$ cat config.mk
export PLATFORM = sky130hd
export DESIGN_NAME = pre_if_pc_gen_flat
export DESIGN_NICKNAME = d
export VERILOG_FILES = /design/src/rtl/pre_if_pc_gen_if.sv /design/src/rtl/pre_if_pc_gen.sv /design/src/flat_wrapper.sv
export SDC_FILE = /design/constraint.sdc
export NUM_CORES = 1
export LEC_CHECK = 0
export CAP_MARGIN = 15
export CORE_MARGIN = 4
export CORE_UTILIZATION = 40
export DETAILED_ROUTE_END_ITERATION = 8
export GPL_TIMING_DRIVEN = 0
export PLACE_DENSITY = 0.84
export SYNTH_ARGS = -nofsm -noshare
export SYNTH_HDL_FRONTEND = slang
export SYNTH_SLANG_ARGS = --single-unit
$ cat constraint.sdc
create_clock -name clk -period 2.5 [get_ports clk]
set_input_delay 0.25 -clock clk [delete_from_list [all_inputs] [get_ports clk]]
set_output_delay 0.25 -clock clk [all_outputs]
set_load 0.02 [all_outputs]
$ cat src/rtl/pre_if_pc_gen_if.sv
// Next-PC selection inputs and fetch-PC outputs exchanged between PCSEL, PRE_IF and IF.
// The master drives the select code, targets and stall; the slave (PRE_IF) returns the fetch PC.
interface pre_if_pc_gen_if;
    logic [2:0]  PCSel;
    logic [31:0] ImmeJump_Target;
    logic [31:0] Branch_Target;
    logic [31:0] JR_Target;
    logic [31:0] EPC;
    logic [31:0] Except_Target;
    logic [31:0] MEM_PC;
    logic        IF_Stall;
    logic [31:0] PREIF_PC;
    logic        PREIF_Valid;
    logic        PREIF_AdEL;
    logic        PC_Redirect;
    logic        Redirect_Pending;

    modport master (
        output PCSel, ImmeJump_Target, Branch_Target, JR_Target, EPC, Except_Target, MEM_PC,
               IF_Stall,
        input  PREIF_PC, PREIF_Valid, PREIF_AdEL, PC_Redirect, Redirect_Pending
    );

    modport slave (
        input  PCSel, ImmeJump_Target, Branch_Target, JR_Target, EPC, Except_Target, MEM_PC,
               IF_Stall,
        output PREIF_PC, PREIF_Valid, PREIF_AdEL, PC_Redirect, Redirect_Pending
    );
endinterface

$ cat src/rtl/pre_if_pc_gen.sv
// PRE_IF fetch-PC generator: selects the next PC and buffers one redirect while IF is stalled.
//   state    | meaning
//   EMPTY    | no redirect buffered
//   PEND_BR  | branch-class target buffered in pend_target
//   PEND_EXC | exception-class target buffered in pend_target (wins over any branch)
module pre_if_pc_gen #(
    parameter logic [31:0] RESET_PC = 32'hBFC0_0000
) (
    input logic             clk,
    input logic             rst,
    pre_if_pc_gen_if.slave  bus
);
    typedef enum logic [1:0] {
        EMPTY    = 2'd0,
        PEND_BR  = 2'd1,
        PEND_EXC = 2'd2
    } pend_state_t;

    pend_state_t state, state_nxt;
    logic [31:0] pend_target, pend_target_nxt;
    logic [31:0] pc, pc_nxt;
    logic        valid;
    logic        redirect, redirect_nxt;
    logic        is_exc, is_br;
    logic [31:0] sel_target;

    always_comb begin
        is_exc     = 1'b0;
        is_br      = 1'b0;
        sel_target = pc + 32'd4;
        case (bus.PCSel)
            3'b001: begin is_br  = 1'b1; sel_target = bus.ImmeJump_Target; end
            3'b010: begin is_exc = 1'b1; sel_target = bus.EPC;             end
            3'b011: begin is_exc = 1'b1; sel_target = bus.Except_Target;   end
            3'b100: begin is_br  = 1'b1; sel_target = bus.Branch_Target;   end
            3'b101: begin is_br  = 1'b1; sel_target = bus.JR_Target;       end
            3'b110: begin is_exc = 1'b1; sel_target = bus.MEM_PC;          end
            default: ;
        endcase
    end

    // The first edge after reset only raises Valid so RESET_PC itself is fetched.
    always_comb begin
        state_nxt       = state;
        pend_target_nxt = pend_target;
        pc_nxt          = pc;
        redirect_nxt    = 1'b0;
        if (valid) begin
            if (bus.IF_Stall) begin
                if (is_exc) begin
                    state_nxt       = PEND_EXC;
                    pend_target_nxt = sel_target;
                end else if (is_br && state == EMPTY) begin
                    state_nxt       = PEND_BR;
                    pend_target_nxt = sel_target;
                end
            end else begin
                state_nxt = EMPTY;
                if (is_exc) begin
                    pc_nxt       = sel_target;
                    redirect_nxt = 1'b1;
                end else if (state != EMPTY) begin
                    pc_nxt       = pend_target;
                    redirect_nxt = 1'b1;
                end else if (is_br) begin
                    pc_nxt       = sel_target;
                    redirect_nxt = 1'b1;
                end else begin
                    pc_nxt = pc + 32'd4;
                end
            end
        end
    end

    always_ff @(posedge clk) begin
        if (rst) begin
            state       <= EMPTY;
            pend_target <= 32'd0;
            pc          <= RESET_PC;
            valid       <= 1'b0;
            redirect    <= 1'b0;
        end else begin
            state       <= state_nxt;
            pend_target <= pend_target_nxt;
            pc          <= pc_nxt;
            valid       <= 1'b1;
            redirect    <= redirect_nxt;
        end
    end

    assign bus.PREIF_PC         = pc;
    assign bus.PREIF_Valid      = valid;
    assign bus.PREIF_AdEL       = |pc[1:0];
    assign bus.PC_Redirect      = redirect;
    assign bus.Redirect_Pending = (state != EMPTY);
endmodule

$ cat src/flat_wrapper.sv
// flat-port wrapper written by rule: the top's interface ports become plain ports
module pre_if_pc_gen_flat 
#(
    parameter logic [31:0] RESET_PC = 32'hBFC0_0000
)
  (clk, rst, bus_PCSel, bus_ImmeJump_Target, bus_Branch_Target, bus_JR_Target, bus_EPC, bus_Except_Target, bus_MEM_PC, bus_IF_Stall, bus_PREIF_PC, bus_PREIF_Valid, bus_PREIF_AdEL, bus_PC_Redirect, bus_Redirect_Pending);
  pre_if_pc_gen_if bus_i ();
  input logic clk;
  input logic rst;
  input wire logic [$bits(bus_i.PCSel)-1:0] bus_PCSel;
  input wire logic [$bits(bus_i.ImmeJump_Target)-1:0] bus_ImmeJump_Target;
  input wire logic [$bits(bus_i.Branch_Target)-1:0] bus_Branch_Target;
  input wire logic [$bits(bus_i.JR_Target)-1:0] bus_JR_Target;
  input wire logic [$bits(bus_i.EPC)-1:0] bus_EPC;
  input wire logic [$bits(bus_i.Except_Target)-1:0] bus_Except_Target;
  input wire logic [$bits(bus_i.MEM_PC)-1:0] bus_MEM_PC;
  input wire logic [$bits(bus_i.IF_Stall)-1:0] bus_IF_Stall;
  output wire logic [$bits(bus_i.PREIF_PC)-1:0] bus_PREIF_PC;
  output wire logic [$bits(bus_i.PREIF_Valid)-1:0] bus_PREIF_Valid;
  output wire logic [$bits(bus_i.PREIF_AdEL)-1:0] bus_PREIF_AdEL;
  output wire logic [$bits(bus_i.PC_Redirect)-1:0] bus_PC_Redirect;
  output wire logic [$bits(bus_i.Redirect_Pending)-1:0] bus_Redirect_Pending;
  assign bus_i.PCSel = bus_PCSel;
  assign bus_i.ImmeJump_Target = bus_ImmeJump_Target;
  assign bus_i.Branch_Target = bus_Branch_Target;
  assign bus_i.JR_Target = bus_JR_Target;
  assign bus_i.EPC = bus_EPC;
  assign bus_i.Except_Target = bus_Except_Target;
  assign bus_i.MEM_PC = bus_MEM_PC;
  assign bus_i.IF_Stall = bus_IF_Stall;
  assign bus_PREIF_PC = bus_i.PREIF_PC;
  assign bus_PREIF_Valid = bus_i.PREIF_Valid;
  assign bus_PREIF_AdEL = bus_i.PREIF_AdEL;
  assign bus_PC_Redirect = bus_i.PC_Redirect;
  assign bus_Redirect_Pending = bus_i.Redirect_Pending;
  pre_if_pc_gen #(.RESET_PC(RESET_PC)) u_core (.clk(clk), .rst(rst), .bus(bus_i));
endmodule
==> flow_summary.toml, run 1 <==
[timing]
finalHoldViolations = 0
rsz0062_at_grt = "false"
setup_slack_ps = 9.54
slew_headroom_pct = 42.0
period_needed_ps = 2490
setup_viol = 0
tightest_slew_ps = 867
slew_violations = 0
fmax_ghz = 0.402
post-route-period-util_pct = 99.6
finalSetupTns_ps = 0
fin_skew_ps = 8.64

[final_layout]
antenna_cells = 0
nets = 1150
fin_area_um2 = 8170
drive_above_1_share_pct = 10.7
utilization_pct = 64.0
area_growth_pct = 54.1

[grt]
first_global_vias = 6855
antenna_found_initial = 0
track_usage_pct = 33.0
grt_first_pass_wirelength_um = 38100
overflow = 0
grt_max_degree = 12

[cts]
cts_buffers = 9
clockBufferDepth = 2
root_buffer = "clkbuf_16"
cts.sinks = 68
cts_tree = "yes"
cts_hold_buf = 0
clkLatencyLatePin_ps = 340
htree_num_levels = 3
clk_pin_slew_worst_paths_ps = 60

[logic_synthesis]
ys_top_cells_by_count = "82 x nor2_1, 75 x a21oi_1, 68 x dfxtp_1"
yosysTopAreaCellShare_pct = 25.7
yosysSeqAreaShare_pct = 25.7
yosysMostFrequentCell = "nor2_1"
syn_avg_cell_area_um2 = 7.49
synth_area_leaders = "dfxtp_1 26%, a21oi_1 7.1%, nor2_1 5.8%"
synthArstFlopShare_pct = 0
ys.flop_type = "dfxtp_1"
syn_area_um2 = 5300
yosysTopAreaCell = "dfxtp_1"
syn_inst = 708
ys_ff_latch = 68
synth_edf_count = 0
synth_cell_types = 75
ys.warnings.count = 0
syn_nets = 907

[critical_path]
cp-end-kind = "flop"
slowest_delay_ps = 680
path_cells = "clkdlybuf4s50_1 -> buf_4 -> buf_6 -> nor2_1 -> a32o_1 -> o32ai_1 -> o221a_2 -> a211oi_1"
cp.arrival_ps = 2740
critPathMaxFanout = 10
cp.required_ps = 2750
cp-start-kind = "primary input"
crit_type = "in -> reg"
crit_path_top_delay_cell = "nor2_1"

[place]
numPortBuffers = 233
dp_slack_ps = -330
dp_hpwl_um = 20000
dpl-instance-area_um2 = 7850
place_congestion = 0.967

[floorplanning]
die_h_um = 123
core.rowCount = 41
initial_core_util_pct = 41.5
die_w_um = 123
core_um2 = 12800
design.portCount = 234
die-area_um2 = 15200

[power_and_ir_drop]
p_leak_nw = 3.06
powerDensity_nw_per_um2 = 463
peakVddDrop_mv = 0.323

[run]
maxCapViolCount = 0

[status]
status = "complete, no violations"

[hold_path]
worstHoldPathType = "reg -> reg"

[routing]
ant_nets = 0
drc = 0
wl_um = 25700
drt_iter0_drc = 1204
vias_per_cell = 6.34
dr_total_vias = 7153
post_drt_wl_per_cell_um = 22.7
firstDrtPassIters = 6
==> sequential cells by signal, indices dropped and copies added (netlist names) <==
signal                  flops
u_core.bus.PC_Redirect      1
u_core.state                2
u_core.pend_target         32
u_core.bus.PREIF_PC        32
u_core.bus.PREIF_Valid      1
==> cells by family (layout without fill, tap and decap cells) <==
logic type	after synthesis	after routing	share of synthesized area (%)
AO/OA/AOI/OAI	284	284	36.6
AND/OR/NAND/NOR	232	232	22.2
buffers and inverters	79	327	7.15
flip-flops	68	68	25.7
multiplexers	28	28	5.50
XOR/XNOR	16	16	2.64
adder cells (fa/ha/maj)	1	1	0.236
==> critical path: cells and delay by family <==
kind	cells	cell delay [ps]
AOI/OAI and AO/OA	4	990
buffers and inverters	3	830
and+or+nand+nor	1	680
==> routing by layer <==
metal	wire (um)	GRT usage (%)	vias up
met3	3170	8.92	105
met2	11200	50.8	549
met5	0	0	-
met4	1210	14.3	0
li1	-	-	3156
met1	10100	43.3	3343
==> cells in the final DEF (no fill, tap or decap), types with 10 or more instances in the layout <==
cell,instances
clkdlybuf4s50_1,233
nor2_1,81
a21oi_1,75
dfxtp_1,68
nand2_1,53
o21ai_0,47
buf_2,29
mux2i_1,19
inv_1,18
a221oi_1,18
clkbuf_1,17
nand3_1,17
a211oi_1,17
nor2b_1,12
xnor2_1,12
a22oi_1,11
nand2b_1,11
a31oi_1,10
nor3_1,10
==> layout make-up <==
cell class / count / area (um^2)
clock buffer: 11 / 253
timing repair buffer: 233 / 2330
buffer: 59 / 307
inverter: 19 / 71.3
clock inverter: 5 / 50.0
multi-input combinational: 561 / 3580
tap: 172 / 215
sequential: 68 / 1360
fill: 1112 / 4600
==> power breakdown <==
group	leakage [nW]	internal [W]	switching, W
logic	2.35	0.000612	0.000634
clock network	0.155	0.000819	0.000483
registers	0.557	0.00115	0.0000844
==> through the flow <==
step / instances / total power (W) / hold slack (ps)
after CTS: 1129 / 0.00374 / 459
after global placement: 1113 / 0.00244 / 444
after floorplan: 708 / 0.00183 / 397
after detailed placement: 1113 / 0.00246 / 449
final: 1128 / 0.00379 / 462
after global routing: 1128 / 0.00390 / 474
==> path summary, 6_finish.rpt <==
kind / startpoint / endpoint / slack, ps / cells after the start
min reg2reg: u_core.pend_target[8]$_SDFFE_PP0P_ / u_core.pend_target[8]$_SDFFE_PP0P_ / 460 / 2
min: u_core.pend_target[8]$_SDFFE_PP0P_ / u_core.pend_target[8]$_SDFFE_PP0P_ / 460 / 2
max reg2reg: u_core.bus.PREIF_PC[2]$_SDFFE_PP0P_ / u_core.bus.PREIF_PC[20]$_SDFFE_PP0P_ / 120 / 6
max: bus_PCSel[0] / u_core.bus.PREIF_PC[7]$_SDFFE_PP0P_ / 10 / 8
==> timing repair <==
action / CTS / global route
setup buffers: 0 / 0
resized for setup: 0 / 9
setup endpoints to repair: 0 / 14
(Power assumes the default switching activity.)
==> inputs of run 2 (changes only) <==
==> constraint.sdc (replaced) <==
create_clock -name clk -period 2.5 [get_ports clk]
set_input_delay 0.375 -clock clk [delete_from_list [all_inputs] [get_ports clk]]
set_output_delay 0.375 -clock clk [all_outputs]
set_load 0.02 [all_outputs]
==> run 2 against run 1 <==
  * Clock skew is 3.7 ps higher
  * Combinational power about the same
  * Register-to-register slack improved by 20 ps
  * Clock power about the same
  * Cell count unchanged
  * Highest routed layer unchanged
  * Largest cell class unchanged
  * Critical path depth up 1
  * Critical endpoint is now u_core.bus.PREIF_PC[28]$_SDFFE_PP1P_
  * Sequential share of layout area decreased by 0.086 points
  * Die area unchanged
  * Final area grew 0.52%
  * Global-route usage shrank 0.12 points
  * Count of clock-buffer cells in the layout unchanged
==> flow_summary.toml, run 2 (synthesis gave the netlist of run 1 again) <==
[status]
status = "complete, no violations"

[timing]
finalHoldViolations = 0
rsz0062_at_grt = "false"
post-route-period-util_pct = 98.6
whs_ps = 461
setup_viol = 0
fin_skew_ps = 12.3
slew_headroom_pct = 55.2
slew_violations = 0
period_needed_ps = 2460
tightest_slew_ps = 667
fmax_ghz = 0.406

[power_and_ir_drop]
powerDensity_nw_per_um2 = 463
peakVddDrop_mv = 0.323
swShare_pct = 32.0
switchingPower_w = 0.00122
p_leak_nw = 3.08
p_int_w = 0.00259
clkPwrFrac_pct = 34.4
p_comb_share_pct = 33.1
pwr-share-seq_pct = 32.5

[floorplanning]
die-area_um2 = 15200
die_w_um = 123
core_um2 = 12800
core.rowCount = 41
die_h_um = 123
design.portCount = 234
initial_core_util_pct = 41.5

[critical_path]
path_cells = "clkdlybuf4s50_1 -> buf_4 -> buf_2 -> mux2i_1 -> a222oi_1 -> a211oi_1 -> o21ai_1 -> a31oi_1 -> nor2_1"
cp-end-kind = "flop"
critPathMaxFanout = 10
crit_type = "in -> reg"
cp_num_buf_inv = 3
crit_path_top_delay_cell = "clkdlybuf4s50_1"
cp.arrival_ps = 2690
cp_top_family = "buffers and inverters"
cp-start-kind = "primary input"
cp.required_ps = 2730
slowest_delay_ps = 530

[routing]
dr_total_vias = 7205
drt_iter0_drc = 1256
firstDrtPassIters = 8
ant_nets = 0
wl_um = 25800
vias_per_cell = 6.39
post_drt_wl_per_cell_um = 22.9
drc = 0

[final_layout]
final_common_cell = "clkdlybuf4s50_1"
antenna_cells = 0
nets = 1150
multi_input_area_um2 = 3620
regArea_um2 = 1360
drive_above_1_share_pct = 11.3
layout_common_cells = "232 x clkdlybuf4s50_1, 80 x nor2_1, 75 x a21oi_1"
area_growth_pct = 54.9
fillers = 1099
fin_area_um2 = 8210

[cts]
clkLatencyLatePin_ps = 350
cts_buffers = 9
root_buffer = "clkbuf_16"
clk_pin_slew_worst_paths_ps = 50
htree_num_levels = 3
clockBufferDepth = 2
post-cts-setup-buffer-count = 0
cts.sinks = 68
cts_tree = "yes"
cts_hold_buf = 0

[grt]
track_usage_pct = 32.9
grt_first_pass_wirelength_um = 38000
grt_max_degree = 20
antenna_found_initial = 0
first_global_vias = 6854
overflow = 0

[place]
dpl-instance-area_um2 = 7850
place_congestion = 0.967
dp_hpwl_um = 20000
numPortBuffers = 233

[run]
maxCapViolCount = 0

[hold_path]
worstHoldPathType = "reg -> reg"
## run 2: cell types whose count changed in the layout (fill, tap and decap cells not counted), moves of 2 or more
cell,before,now
clkbuf_4,0,2
a211oi_1,17,15
buf_2,29,27
a211oi_2,0,2
## run 2: power by group through the flow
stage / Clock (W) / Combinational [W] / Sequential, W
detailed placement: 0 / 0.00120 / 0.00125
global route: 0.00135 / 0.00132 / 0.00125
CTS: 0.00130 / 0.00121 / 0.00123
floorplan: 0 / 0.000543 / 0.00128
finish: 0.00131 / 0.00126 / 0.00124
global placement: 0 / 0.00119 / 0.00125
## run 2: final timing paths
path,start,to,slack [ps],depth (start not counted)
max,bus_PCSel[0],u_core.bus.PREIF_PC[28]$_SDFFE_PP1P_,40,9
min,u_core.pend_target[8]$_SDFFE_PP0P_,u_core.pend_target[8]$_SDFFE_PP0P_,460,2
max reg2reg,u_core.bus.PREIF_PC[8]$_SDFFE_PP0P_,u_core.pend_target[17]$_SDFFE_PP0P_,140,6
min reg2reg,u_core.pend_target[8]$_SDFFE_PP0P_,u_core.pend_target[8]$_SDFFE_PP0P_,460,2
## run 2: worst reg2reg max path, stage by stage, from the launching register on
cell	delay, ps
dfxtp_1	510
nand4_2	310
nor4_2	520
nand4_1	190
xnor2_1	320
o22ai_1	210
o31ai_2	220
## run 2: metal layers
layer / wire length (um) / global-route usage [%]
met5: 0 / 0
met1: 10000 / 43.3
met2: 11400 / 50.9
met3: 3220 / 8.60
met4: 1170 / 13.9
## run 2: layout make-up
cell class	count	area share (%)
plain buffers	59	3.79
clock buffers	11	3.08
clock inverters	5	0.609
inverters	19	0.868
multi-input cells	561	44.0
flip-flops and latches	68	16.6
well taps	172	2.62
repair buffers	233	28.4
## run 2: through the flow
stage,setup slack [ps],TNS [ps],power (W),utilization (%),std cells
2_1_floorplan,508,0,0.00183,-,708
3_3_place_gp,-421,-8970,0.00244,61.5,1113
3_5_place_dp,-455,-9770,0.00246,61.5,1113
4_1_cts,14.4,0,0.00374,63.8,1128
5_1_grt,7.06,0,0.00391,64.3,1128
6_report,36.1,0,0.00381,64.3,1128
## run 2: timing repair
action | 4_1_cts | 5_1_grt
resized for setup | 2 | 17
endpoints found under the hold margin | 0 | 0
setup endpoints to repair | 8 | 19
